<file path="config.mk">
export PLATFORM = sky130hd
export DESIGN_NAME = issue_queue
export DESIGN_NICKNAME = d
export VERILOG_FILES = /design/src/rtl/issue_queue_pkg.sv /design/src/rtl/iq_operand_select.sv /design/src/rtl/issue_queue.sv
export SDC_FILE = /design/constraint.sdc
export NUM_CORES = 1
export LEC_CHECK = 0
export BUFFER_PORTS_ARGS = -buffer_cell sky130_fd_sc_hd__buf_4
export CORE_MARGIN = 2
export CORE_UTILIZATION = 32
export CTS_BUF_LIST = sky130_fd_sc_hd__clkbuf_8
export DETAILED_ROUTE_END_ITERATION = 8
export SETUP_SLACK_MARGIN = 0.4
export SYNTH_ARGS = -nofsm -noshare
export SYNTH_HDL_FRONTEND = slang
export SYNTH_SLANG_ARGS = --single-unit
</file>
<file path="constraint.sdc">
create_clock -name clk -period 23 [get_ports clk]
set_clock_uncertainty 0.2 [all_clocks]
set_input_delay 3.45 -clock clk [delete_from_list [all_inputs] [get_ports clk]]
set_output_delay 3.45 -clock clk [all_outputs]
set_load 0.005 [all_outputs]
</file>
<file path="src/rtl/issue_queue_pkg.sv">
// Shared types and defaults for the in-order issue queue.
package issue_queue_pkg;

  localparam int unsigned IQ_DEPTH_DEFAULT = 8;

  typedef struct packed {
    logic [31:0] pc;
    logic [5:0]  op;
    logic [4:0]  rd;
    logic        num1_need;
    logic [4:0]  num1_addr;
    logic [31:0] num1;
    logic        num2_need;
    logic [4:0]  num2_addr;
    logic [31:0] num2;
  } issue_queue_element_t;

endpackage

</file>
<file path="src/rtl/iq_operand_select.sv">
// Resolves one source operand of the head entry: readiness and value.
module iq_operand_select (
  input  logic        need_i,
  input  logic [4:0]  addr_i,
  input  logic [31:0] stored_i,
  input  logic [31:0] reg_busy_i,
  input  logic        wb_valid_i,
  input  logic [4:0]  wb_addr_i,
  input  logic [31:0] wb_data_i,
  input  logic [31:0] rf_rdata_i,
  output logic        ready_o,
  output logic [31:0] value_o
);

  logic wb_hit;

  always_comb begin
    wb_hit  = wb_valid_i && (wb_addr_i == addr_i);
    ready_o = !need_i || (addr_i == 5'd0) || !reg_busy_i[addr_i] || wb_hit;
    // Writeback bypass wins over the register file, which still holds the old value.
    if (!need_i) begin
      value_o = stored_i;
    end else if (addr_i == 5'd0) begin
      value_o = 32'd0;
    end else if (wb_hit) begin
      value_o = wb_data_i;
    end else begin
      value_o = rf_rdata_i;
    end
  end

endmodule

</file>
<file path="src/rtl/issue_queue.sv">
// In-order issue queue: circular FIFO whose head issues once both operands resolve.
module issue_queue
  import issue_queue_pkg::*;
#(
  parameter int unsigned IQ_DEPTH = IQ_DEPTH_DEFAULT
) (
  input  logic                 clk,
  input  logic                 rst,
  input  logic                 flush,
  input  logic                 enq_valid,
  input  issue_queue_element_t enq_elem,
  output logic                 enq_ready,
  input  logic [31:0]          reg_busy,
  output logic [4:0]           rf_raddr1,
  output logic [4:0]           rf_raddr2,
  input  logic [31:0]          rf_rdata1,
  input  logic [31:0]          rf_rdata2,
  input  logic                 wb_valid,
  input  logic [4:0]           wb_addr,
  input  logic [31:0]          wb_data,
  output logic                 iss_valid,
  output issue_queue_element_t iss_elem,
  input  logic                 iss_ready
);

  localparam int unsigned PtrW = $clog2(IQ_DEPTH);
  localparam logic [PtrW:0] DepthCnt = (PtrW + 1)'(IQ_DEPTH);

  issue_queue_element_t mem_q [IQ_DEPTH];
  logic [PtrW-1:0] head_q, head_d, tail_q, tail_d;
  logic [PtrW:0]   count_q, count_d;

  issue_queue_element_t head_elem;
  logic        rdy1, rdy2;
  logic [31:0] val1, val2;
  logic        enq_fire, deq_fire;

  assign head_elem = mem_q[head_q];
  assign rf_raddr1 = head_elem.num1_addr;
  assign rf_raddr2 = head_elem.num2_addr;

  iq_operand_select u_sel1 (
    .need_i     (head_elem.num1_need),
    .addr_i     (head_elem.num1_addr),
    .stored_i   (head_elem.num1),
    .reg_busy_i (reg_busy),
    .wb_valid_i (wb_valid),
    .wb_addr_i  (wb_addr),
    .wb_data_i  (wb_data),
    .rf_rdata_i (rf_rdata1),
    .ready_o    (rdy1),
    .value_o    (val1)
  );

  iq_operand_select u_sel2 (
    .need_i     (head_elem.num2_need),
    .addr_i     (head_elem.num2_addr),
    .stored_i   (head_elem.num2),
    .reg_busy_i (reg_busy),
    .wb_valid_i (wb_valid),
    .wb_addr_i  (wb_addr),
    .wb_data_i  (wb_data),
    .rf_rdata_i (rf_rdata2),
    .ready_o    (rdy2),
    .value_o    (val2)
  );

  // enq_ready deliberately ignores iss_ready so no dequeue-to-enqueue path exists.
  always_comb begin
    enq_ready = (count_q < DepthCnt) && !rst;
    iss_valid = (count_q != '0) && rdy1 && rdy2 && !flush && !rst;
    enq_fire  = enq_valid && enq_ready && !flush;
    deq_fire  = iss_valid && iss_ready;

    iss_elem           = head_elem;
    iss_elem.num1      = val1;
    iss_elem.num2      = val2;
    iss_elem.num1_need = 1'b0;
    iss_elem.num2_need = 1'b0;
  end

  always_comb begin
    head_d  = head_q;
    tail_d  = tail_q;
    count_d = count_q;
    if (enq_fire) tail_d = tail_q + PtrW'(1);
    if (deq_fire) head_d = head_q + PtrW'(1);
    case ({enq_fire, deq_fire})
      2'b10:   count_d = count_q + (PtrW + 1)'(1);
      2'b01:   count_d = count_q - (PtrW + 1)'(1);
      default: count_d = count_q;
    endcase
    if (flush) begin
      head_d  = '0;
      tail_d  = '0;
      count_d = '0;
    end
  end

  always_ff @(posedge clk) begin
    if (rst) begin
      head_q  <= '0;
      tail_q  <= '0;
      count_q <= '0;
    end else begin
      head_q  <= head_d;
      tail_q  <= tail_d;
      count_q <= count_d;
    end
  end

  // Payload needs no reset: validity is tracked entirely by count_q.
  always_ff @(posedge clk) begin
    if (enq_fire) mem_q[tail_q] <= enq_elem;
  end

endmodule
</file>
==> impl_results.md, run 1 <==
* GP Congestion at between 0.8 and 0.9
* Fin util at 0.3879
* Unrepaired setup endpoints after global routing: no
* Syn Inst Count at 1747
* WP buf/inv at 5
* CP most frequent cell: buf_4
* CP delay by family, top: buffers and inverters
* Max_cap viols at 0
* Layout area overhead at 19.87%
* Core ar. at 118400 um2
* Root Buffer: clkbuf_8
* Area contributors post-synth: edfxtp_1 (75%), mux4_2 (14%), mux2i_1 (4.2%)
* Initial antenna violation count at 16
* CP max stage cell: buf_4
* Die footprint at 122500 um2
* Slew margin rel. at 0.2472
* Tcrit/Tclk final at 0.4281
* Power, Total at 3434 uW
* Post-synthesis adder-cell area fraction at 0.002155
* Vias in the first global route at 20690
* Post-CTS Setup Inserts at 0
* Global-route wire length before repair at 139100 um
* Startpoint types: register
* Asr flop ratio synth at 0
* DRT Pass-1 Iters at 7
* EDFF count, synth at approximately 950
* Top cells by count, synth: edfxtp_1 (952), mux4_2 (235), mux2i_1 (160)
* Synth area leader: edfxtp_1
* Hold crit path type: register to register
* Die H at 350.0 um
* Synth top area share at 0.7460
* TritonCTS clock tree: built
* Static leakage at ~0.015 uW
* Portion of netlist area occupied by mux cells at 0.1966
* VDD IR max at 0.04587 mV
* Slew of the pin with the lowest slew margin at 1.125 ns
* CTS Hold Buffers Added at 0
* Nets at 2489
* Required @ worst endpoint at 19.35 ns
* Dpl cells at 3667
* Grt total ovfl at 0
* Synth unique cells at 48
* Prevailing post-synth register cell: edfxtp_1
* Peak Freq at just over 100 MHz
* Final TNS setup at 0 ns
* Cell row count at about 130
* Largest net degree at the start of global routing at 80
* Most common cell in the netlist: edfxtp_1
* Post-route setup slack at ~13 ns
* Post-DR wirelength/cell at 24.61 um
* Pwr dens at 74.76 nW/um2
* I/O pin count at 389
* Final ANT Viol Nets at 0
* Port Buf Inserts at 386
* Max Slew Vio Count at 0
* Largest family of logic cells by synthesized area: multiplexers
* Routed WL at 97070 um
* DR iter-0 viols at 1535
* Synth warn at 0
* Setup violations, final at 0
* Layout cells sized above 1 at 0.3968
* Post-CTS sizing at 0
* Post-Synth Simple-Gate Area at 0.01140
* DP HPWL at between 50000 and 60000 um
* Synth Register Bits at 965
* WS Path Type: register to output pin
* XOR/XNOR share of the synthesized area at 0.003428
* Pre-CTS setup slack at between 10 and 15 ns
* Status: completed
* Cells along the critical path: buf_4 > buf_4 > buf_4 > buf_4 > mux4_2 > mux2i_1 > o22ai_1 > buf_4
* Worst-Skew Late Latency at 0.81 ns
* H-Tree Depth at 4
* Final hold violations at 0
* DRC at 0
* Compound-Gate Fraction of Synth Area at 0.01819
* GRT Util Overall at 0.1567
* Post-Syn Area at roughly 38000 um2
* CP endpoint kind: output pin
* Worst stage delay on the critical path at between 0.8 and 0.9 ns
* Maximum net fanout on the critical path at 47
* Seq/Total Area, Yosys at 0.7528
* Die width at 350.0 um
* Fin cells at 3944
* Critical Path AT at approximately 6.2 ns
* Minimum clock period at ~10 ns
* Sink Count at 965
* Mapped Avg Cell Area at 21.93 um2
* Vias after detailed routing at 19400
* CTS Buffer Depth at 3
* Clock transition at the registers of the reported paths at 0.06 ns
* Initial Util at 0.3237
* Total CTS buffers at 156
* DR vias/cell at approximately 4.9
-- registers in the layout (all words and copies together) (netlist names), named ones only --
name     cells
mem_q      952
tail_q       3
head_q       3
count_q      4
-- layout by cell type, fill, tap and decap left out, types with 3 or more instances in the layout --
cell        instances
dfxtp_4             3
nand2_1            19
mux2i_2             3
dfxtp_1            10
mux2i_1           160
clkinvlp_4          3
clkinv_1           29
nor2_1             15
a22oi_1            10
diode_2             3
clkinv_2           16
nand3_1            14
o22ai_1            65
clkbuf_8          157
inv_6               3
buf_4             424
nand3b_1            3
clkinv_8            4
mux4_2            235
a21oi_1             5
ha_1                5
nand4_1             4
nand2b_1            5
a311o_1             4
bufinv_16           5
edfxtp_1          952
mux2_2             53
xor2_1              8
o21ai_0             6
nor2_4              6
a211oi_1            4
inv_8               4
xnor2_1             7
and2_1              5
inv_1              62
-- per-layer routing --
metal / part of all wire / vias to the layer above / track usage
met3: 0.076 / 165 / 0.04506
met2: 0.47 / 648 / 0.2471
met4: 0.021 / 16 / 0.04829
met1: 0.44 / 10220 / 0.2100
li1: - / 8346 / -
met5: 0.0011 / - / 0
-- area by class of cell --
cell class              instances  area, um2
multi-input cells             666       8949
well taps                    1600       2002
flip-flops and latches        965      28860
clock buffers                 157       2161
clock inverters               117      709.4
repair buffers                425       3203
fillers                     10700      72460
diodes                          3      7.507
inverters                      11      41.29
-- stage by stage --
stage | cell area (um2) | hold slack, ns
after floorplan | 38320 | 0.2266
after global placement | 43050 | 0.2365
after detailed placement | 43050 | 0.2390
after CTS | 45920 | 0.2504
after global routing | 45930 | 0.2784
final | 45930 | 0.2484
-- path summary, 6_finish.rpt --
kind / cells after the start / slack, ns / start / endpoint
setup / recovery: 8 / 13.15 / register / iss_elem[0]
hold / removal: 1 / 0.25 / head_q[2] / register
setup reg to reg: 17 / 16.47 / register / count_q[3]
hold reg to reg: 1 / 0.25 / head_q[2] / register
-- cells by family (layout without fill, tap and decap cells) --
kind of cell	after synthesis	in the layout
mux	451	451
compound gates	105	105
other cells	1	5
flops	965	965
simple gates	87	87
fa+ha+maj	6	6
xor+xnor	15	15
buf+inv	117	710
-- power breakdown --
part | switching (uW) | total [uW] | internal [uW]
Clock | 668 | 1370 | 699
Combinational | 64.0 | 124 | 60.1
Sequential | 2.14 | 1940 | 1940
Total | 734 | 3430 | 2700
Power figures use the tool's default switching activity.
==> run 2: changes to the inputs <==
ABC_AREA = 1   (was default)
clock period = 8.1 ns   (was 23 ns; I/O delays follow)
==> run 2 against run 1 <==
- first-iteration DRC count increased by 76%
- via count increased by 43%
- critical path type unchanged
- synthesized cell count increased by 96%
- clock power increased to 2.9 times the previous value
==> impl_results.md, run 2 <==
* Die footprint at 127800 um2 (+4.3%)
* Post-DR wirelength/cell at 21.51 um (-13%)
* Vias in the first global route at 26550 (+28%)
* Synth area leader: edfxtp_1
* Critical Path AT at 5.03 ns (-1.17 ns)
* Root Buffer: clkbuf_8
* DR vias/cell at 5.009 (+1.9%)
* Layout area overhead at 18.22%
* Cells along the critical path: inv_6 > nand3_2 > nand3_4 > nand2_4 > o21ai_1 > nor2_1 > nand3_2 > buf_4 > o211ai_1 > nand2_1 > buf_4
* Worst stage delay on the critical path at 0.79 ns (-0.08 ns)
* Worst-Skew Late Latency at 0.83 ns (+0.02 ns)
* Total CTS buffers at 160 (+2.6%)
* DRC at 0 (unchanged)
* Sink Count at 965 (unchanged)
* Routed WL at 119300 um (+23%)
* Area of the multi-input gates at 9744 um2 (+8.9%)
* Synth unique cells at 42 (-13%)
* CTS Buffer Depth at 3 (unchanged)
* Hold crit path type: register to register
* Layout cells sized above 1 at 0.1691 (-0.2278)
* Port Buf Inserts at 386 (unchanged)
* Startpoint types: register
* Final TNS setup at 0 ns (unchanged)
* R2r setup slk at 2.56 ns (-13.91 ns)
* Post-CTS Setup Inserts at 0 (unchanged)
* Minimum clock period at 6.449 ns
* Die width at 357.5 um (+2.1%)
* DR iter-0 viols at 2707 (+76%)
* Hold Path End: tail_q[0]
* Syn Inst Count at 3429 (+96%)
* Top Registers: mem_q x952, count_q x4
* Synth top area share at 0.7150 (-0.03100)
* Initial antenna violation count at 11 (-5)
* Max_cap viols at 0 (unchanged)
* Max Slew Vio Count at 0 (unchanged)
* Nets at 4045 (+63%)
* DP HPWL at 65620 um (+14%)
* Final hold violations at 0 (unchanged)
* Die H at 357.5 um (+2.1%)
* Asr flop ratio synth at 0 (unchanged)
* Worst Hold Path Cells at 2 (+1)
* Top cells by count, synth: edfxtp_1 (952), nor2_1 (670), nand2_1 (534)
* CP endpoint kind: output pin
* Biggest register: mem_q
* Setup violations, final at 0 (unchanged)
* Peak Freq at between 150 and 200 MHz
* Area contributors post-synth: edfxtp_1 (72%), nor2_1 (6.3%), o21ai_0 (5.6%)
* Post-route setup slack at 1.651 ns (-11.50 ns)
* R2R depth at 23 (+6)
* Most common cell in the netlist: edfxtp_1
* Maximum net fanout on the critical path at 90 (+91%)
* Clock transition at the registers of the reported paths at 0.06 ns (about the same)
* H-Tree Depth at 4 (unchanged)
* Pre-CTS setup slack at 2.625 ns (-11.15 ns)
* Synth Register Bits at 965 (unchanged)
* EDFF count, synth at 952 (unchanged)
* Core ar. at 123800 um2 (+4.6%)
* Most frequent cells in the layout: edfxtp_1 (952), nor2_1 (664), nand2_1 (534)
* Required @ worst endpoint at 6.68 ns (-12.67 ns)
* Commonest non-fill, non-tap cell in the layout: edfxtp_1
* RR Endpoint: count_q[3]
* Post-CTS sizing at 0 (unchanged)
* Seq/Total Area, Yosys at 0.7215 (-0.03129)
* Initial Util at 0.3230 (-0.0006995)
* DRT Pass-1 Iters at 6 (-1)
* Hold_sp: tail_q[0]
* Max reg flops at 952 (unchanged)
* Cell row count at 129 (+2.4%)
* GP Congestion at 0.9871 (+20%)
* Register area at 28860 um2 (unchanged)
* GRT Util Overall at 0.1820 (+0.02528)
* Static leakage at 0.01735 uW (+19%)
* Mapped Avg Cell Area at 11.66 um2 (-47%)
* CTS Hold Buffers Added at 0 (unchanged)
* Global-route wire length before repair at 172800 um (+24%)
* Tcrit/Tclk final at 0.7962
* Fin util at 0.3818 (-0.006163)
* TritonCTS clock tree: built
* VDD IR max at 0.1161 mV (+150%)
* Synth warn at 0 (unchanged)
* Slew of the pin with the lowest slew margin at 1.092 ns (-0.03335 ns)
* WS Path Type: register to output pin
* Vias after detailed routing at 27780 (+43%)
* Grt total ovfl at 0 (unchanged)
* Fill cells at 11930 (+11%)
* I/O pin count at 389 (unchanged)
* Post-Syn Area at 39980 um2 (+4.3%)
* CP max stage cell: dfxtp_4
* Prevailing post-synth register cell: edfxtp_1
* Pwr dens at 208.3 nW/um2 (+180%)
* Final ANT Viol Nets at 0 (unchanged)
* Unrepaired setup endpoints after global routing: no
* Slew margin rel. at 0.2721 (+0.02489)
* Largest net degree at the start of global routing at 220 (+180%)
* Status: completed
[run 2: cell types whose count changed in the layout (fill, tap and decap cells not counted), sizes merged, moves of 31 or more]
cell	previous run	this run
mux2	53	0
nand2	21	539
mux4	235	0
o22ai	65	171
nand3	15	108
mux2i	163	0
o21ai	6	506
nor2	21	674
o211ai	2	33
inv	71	202
a31oi	3	44
[run 2: cells by family after synthesis]
logic type / count (synthesis) / share of synthesized area
and+or+nand+nor: 1328 / 0.1312
DFF: 965 / 0.7215
AOI/OAI and AO/OA: 774 / 0.1072
buffers and inverters: 353 / 0.03743
adders and majority gates: 6 / 0.002065
xor gates and xnor gates: 2 / 0.0004382
other: 1 / 0.00009379
[run 2: area by class of cell]
cell class | count | area share
antenna | 6 | 0.0003177
clock buffer | 161 | 0.04688
clock inverter | 124 | 0.01424
inverter | 124 | 0.01022
multi-input combinational | 2112 | 0.2062
sequential | 965 | 0.6106
tap | 1637 | 0.04334
timing repair buffer | 418 | 0.06825
[run 2: critical path, delay by kind of cell, from the launching register on]
kind	cells	cell delay (ns)
flops	1	0.79
buf+inv	3	1.11
compound gates	2	0.73
simple gates	6	1.48
[run 2: metal layers]
layer | GRT usage | wire length (um)
met1 | 0.2434 | 52280
met2 | 0.2851 | 53750
met3 | 0.04663 | 9732
met4 | 0.06748 | 3473
met5 | 0 | 85
[run 2: worst max-delay path by stage]
stage,endpoint,slack (ns),cells past startpoint
after floorplan,mem_q[3][0],0.40,7
after global placement,count_q[3],2.60,24
after detailed placement,iss_elem[114],2.62,8
after CTS,iss_elem[114],1.69,8
after global routing,iss_elem[114],1.40,8
final,iss_elem[46],1.65,11
[run 2: through the flow]
stage	hold WS, ns	total power (uW)	instance area [um2]	std cells
floorplan	0.2576	5746	39990	3430
global placement	0.2728	6012	44360	5256
detailed placement	0.2768	6017	44360	5256
CTS	0.2860	9936	47250	5541
global route	0.3009	10200	47250	5542
finish	0.2838	9845	47260	5547
[run 2: where the power goes]
| group | switching, uW | leakage [uW] | internal, uW |
|---|---|---|---|
| Clock | 1930 | 0.00171 | 1990 |
| Sequential | 4.56 | 0.00868 | 5510 |
| Combinational | 244 | 0.00696 | 164 |
| Total | 2180 | 0.0174 | 7660 |
==> run 3: changes to the inputs <==
clock period = 6.5 ns   (was 8.1 ns; I/O delays follow)
==> run 3 against run 2 <==
- routed wire length is 1.0% higher
- sequential cell count stayed put
- setup slack worse by 0.91 ns
- total power is 23% higher
- global-route usage is 0.25 points higher
- via count is 0.16% higher
- critical path depth is 5 higher
- count of clock-buffer cells in the layout is 5 lower
- register-to-register slack worse by 1.1 ns
- critical endpoint is now iss_elem[26]
- largest cell class unchanged
- highest routed layer unchanged
==> impl_results.md, run 3 (synthesis gave the netlist of run 2 again) <==
* Power, Total at 12080 uW (+23%)
* TritonCTS clock tree: built
* Worst path depth at 16 (+5)
* Startpoint types: register
* Initial Util at 0.3230 (unchanged)
* Die width at 357.5 um (unchanged)
* Met3 usage in global routing at 0.05480 (+0.008163)
* Vias in the first global route at 26320 (-0.87%)
* GP Congestion at 0.9424 (-4.5%)
* VDD IR max at 0.1599 mV (+38%)
* DP HPWL at 69660 um (+6.2%)
* M1 GR Usage at 0.2462 (+0.002717)
* R2r setup slk at 1.51 ns (-1.05 ns)
* Met2 usage at 0.2780 (-0.007118)
* CP delay by family, top: simple AND/OR/NAND/NOR gates
* WS Path Type: register to output pin
* Unrepaired setup endpoints after global routing: no
* Cell row count at 129 (unchanged)
* Max Slew Vio Count at 0 (unchanged)
* Top Registers: mem_q x952, count_q x4
* H-Tree Depth at 4 (unchanged)
* Global-route wire length before repair at 174100 um (+0.76%)
* Worst-Skew Late Latency at 0.83 ns (about the same)
* Most frequent cells in the layout: edfxtp_1 (952), nor2_1 (664), nand2_1 (534)
* CP most frequent cell: nand2_1
* RR Endpoint: count_q[3]
* Clock transition at the registers of the reported paths at 0.06 ns (about the same)
* Switching Share at 0.2247 (+0.002952)
* P_int at 9364 uW (+22%)
* R2R depth at 26 (+13%)
* Clock power share at 0.389 (-0.010)
* DRC at 0 (unchanged)
* Critical Path AT at 4.58 ns (-0.45 ns)
* Cells along the critical path: inv_12 > nand2_1 > nand2_1 > nand2_1 > nand3_2 > nand2_4 > inv_2 > nand2_1 > o21ai_0 > nor2_1 > nand3_4 > buf_4 > nand2_1 > nand2_1 > o21ai_1 > buf_4
* CP endpoint kind: output pin
* Slew of the pin with the lowest slew margin at 1.220 ns (+0.1280 ns)
* Root Buffer: clkbuf_8
* Share of power burned in registers at 0.569 (+0.009)
* Max_cap viols at 0 (unchanged)
* Final hold violations at 0 (unchanged)
* Pwr dens at 255.3 nW/um2 (+23%)
* Minimum clock period at 5.756 ns
* Layout area overhead at 18.34%
* Routed WL at 120600 um (+1.0%)
* Max reg flops at 952 (unchanged)
* CTS Buffer Depth at 3 (unchanged)
* Required @ worst endpoint at 5.32 ns (-1.36 ns)
* Static leakage at 0.01730 uW (-0.29%)
* GRT Util Overall at 0.1845 (+0.002467)
* CTS Hold Buffers Added at 0 (unchanged)
* Core ar. at 123800 um2 (unchanged)
* Port Buf Inserts at 386 (unchanged)
* Slew margin rel. at 0.1868 (-0.08530)
* Die footprint at 127800 um2 (unchanged)
* I/O pin count at 389 (unchanged)
* Nets at 4055 (+0.25%)
* Hold crit path type: input pin to register
* Initial antenna violation count at 20 (+9)
* Final TNS setup at 0 ns (unchanged)
* DR iter-0 viols at 2775 (+2.5%)
* CP max stage cell: dfxtp_4
* Post-DR wirelength/cell at 21.72 um (+0.95%)
* Layout cells sized above 1 at 0.1723 (+0.003242)
* Worst Setup EP: iss_elem[26]
* Fin util at 0.3822 (+0.0003950)
* Commonest non-fill, non-tap cell in the layout: edfxtp_1
* Net Sw Power at 2714 uW (+24%)
* Final ANT Viol Nets at 0 (unchanged)
* DR vias/cell at 5.012 (about the same)
* Peak Freq at 173.7 MHz
* Sink Count at 965 (unchanged)
* Final hold slack at 0.1661 ns (-0.1177 ns)
* Total CTS buffers at 156 (-2.5%)
* Worst stage delay on the critical path at 0.70 ns (-0.09 ns)
* Maximum net fanout on the critical path at 133 (+48%)
* WP buf/inv at 4 (+1)
* Biggest register: mem_q
* Largest net degree at the start of global routing at 206 (-6.4%)
* Grt total ovfl at 0 (unchanged)
* Setup violations, final at 0 (unchanged)
* Tcrit/Tclk final at 0.8855
* Vias after detailed routing at 27830 (+0.16%)
* Die H at 357.5 um (unchanged)
* Global route hottest layer: met2
* DRT Pass-1 Iters at 7 (+1)
* Power share of the combinational group at 0.042 (about the same)
* Status: completed
-- run 3: cell types whose count changed in the layout (fill, tap and decap cells not counted), sizes merged, moves of 3 or more --
cell	change
inv	-23
diode	+3
bufinv	-3
clkbuf	-5
clkinv	+21
buf	+14
-- run 3: how the worst min path moves through the flow --
stage / start / to / cells past startpoint
floorplan: tail_q[0] / tail_q[0] / 2
finish: enq_elem[109] / mem_q[1][109] / 1
CTS: enq_elem[68] / mem_q[2][68] / 1
detailed placement: tail_q[0] / tail_q[0] / 2
global route: enq_elem[118] / mem_q[3][118] / 1
global placement: tail_q[0] / tail_q[0] / 2
-- run 3: layout make-up --
type | instances | area [um2]
antenna | 9 | 22.52
clock buffer | 156 | 2147
clock inverter | 117 | 586.8
fill | 11930 | 76480
inverter | 124 | 488.0
multi-input combinational | 2112 | 9752
sequential | 965 | 28860
tap | 1637 | 2048
timing repair buffer | 432 | 3410
-- run 3: power groups by stage --
stage               Sequential [uW]  Clock (uW)  Combinational [uW]
finish                         6870        4700                 510
global route                   6860        5100                 556
CTS                            6870        4850                 506
detailed placement             7000           0                 504
global placement               7000           0                 499
floorplan                      7000           0                 157
-- run 3: timing repair --
action / CTS / global route
gates resized for setup: 0 / 4
buffers inserted: 0 / 1
endpoints found under the setup margin: 0 / 19
-- run 3: per-layer routing --
| layer | vias to the layer above | routed length [um] |
|---|---|---|
| met5 | - | 88 |
| met4 | 14 | 4375 |
| met3 | 215 | 10720 |
| met2 | 1076 | 53160 |
| met1 | 13600 | 52220 |
| li1 | 12920 | - |
-- run 3: through the flow --
stage | setup WS (ns) | cell area (um2) | std cells
2_1_floorplan | -0.9584 | 40010 | 3430
3_3_place_gp | 1.551 | 44520 | 5269
3_5_place_dp | 1.566 | 44520 | 5269
4_1_cts | 0.6061 | 47250 | 5542
5_1_grt | 0.4033 | 47300 | 5547
6_report | 0.7445 | 47310 | 5552
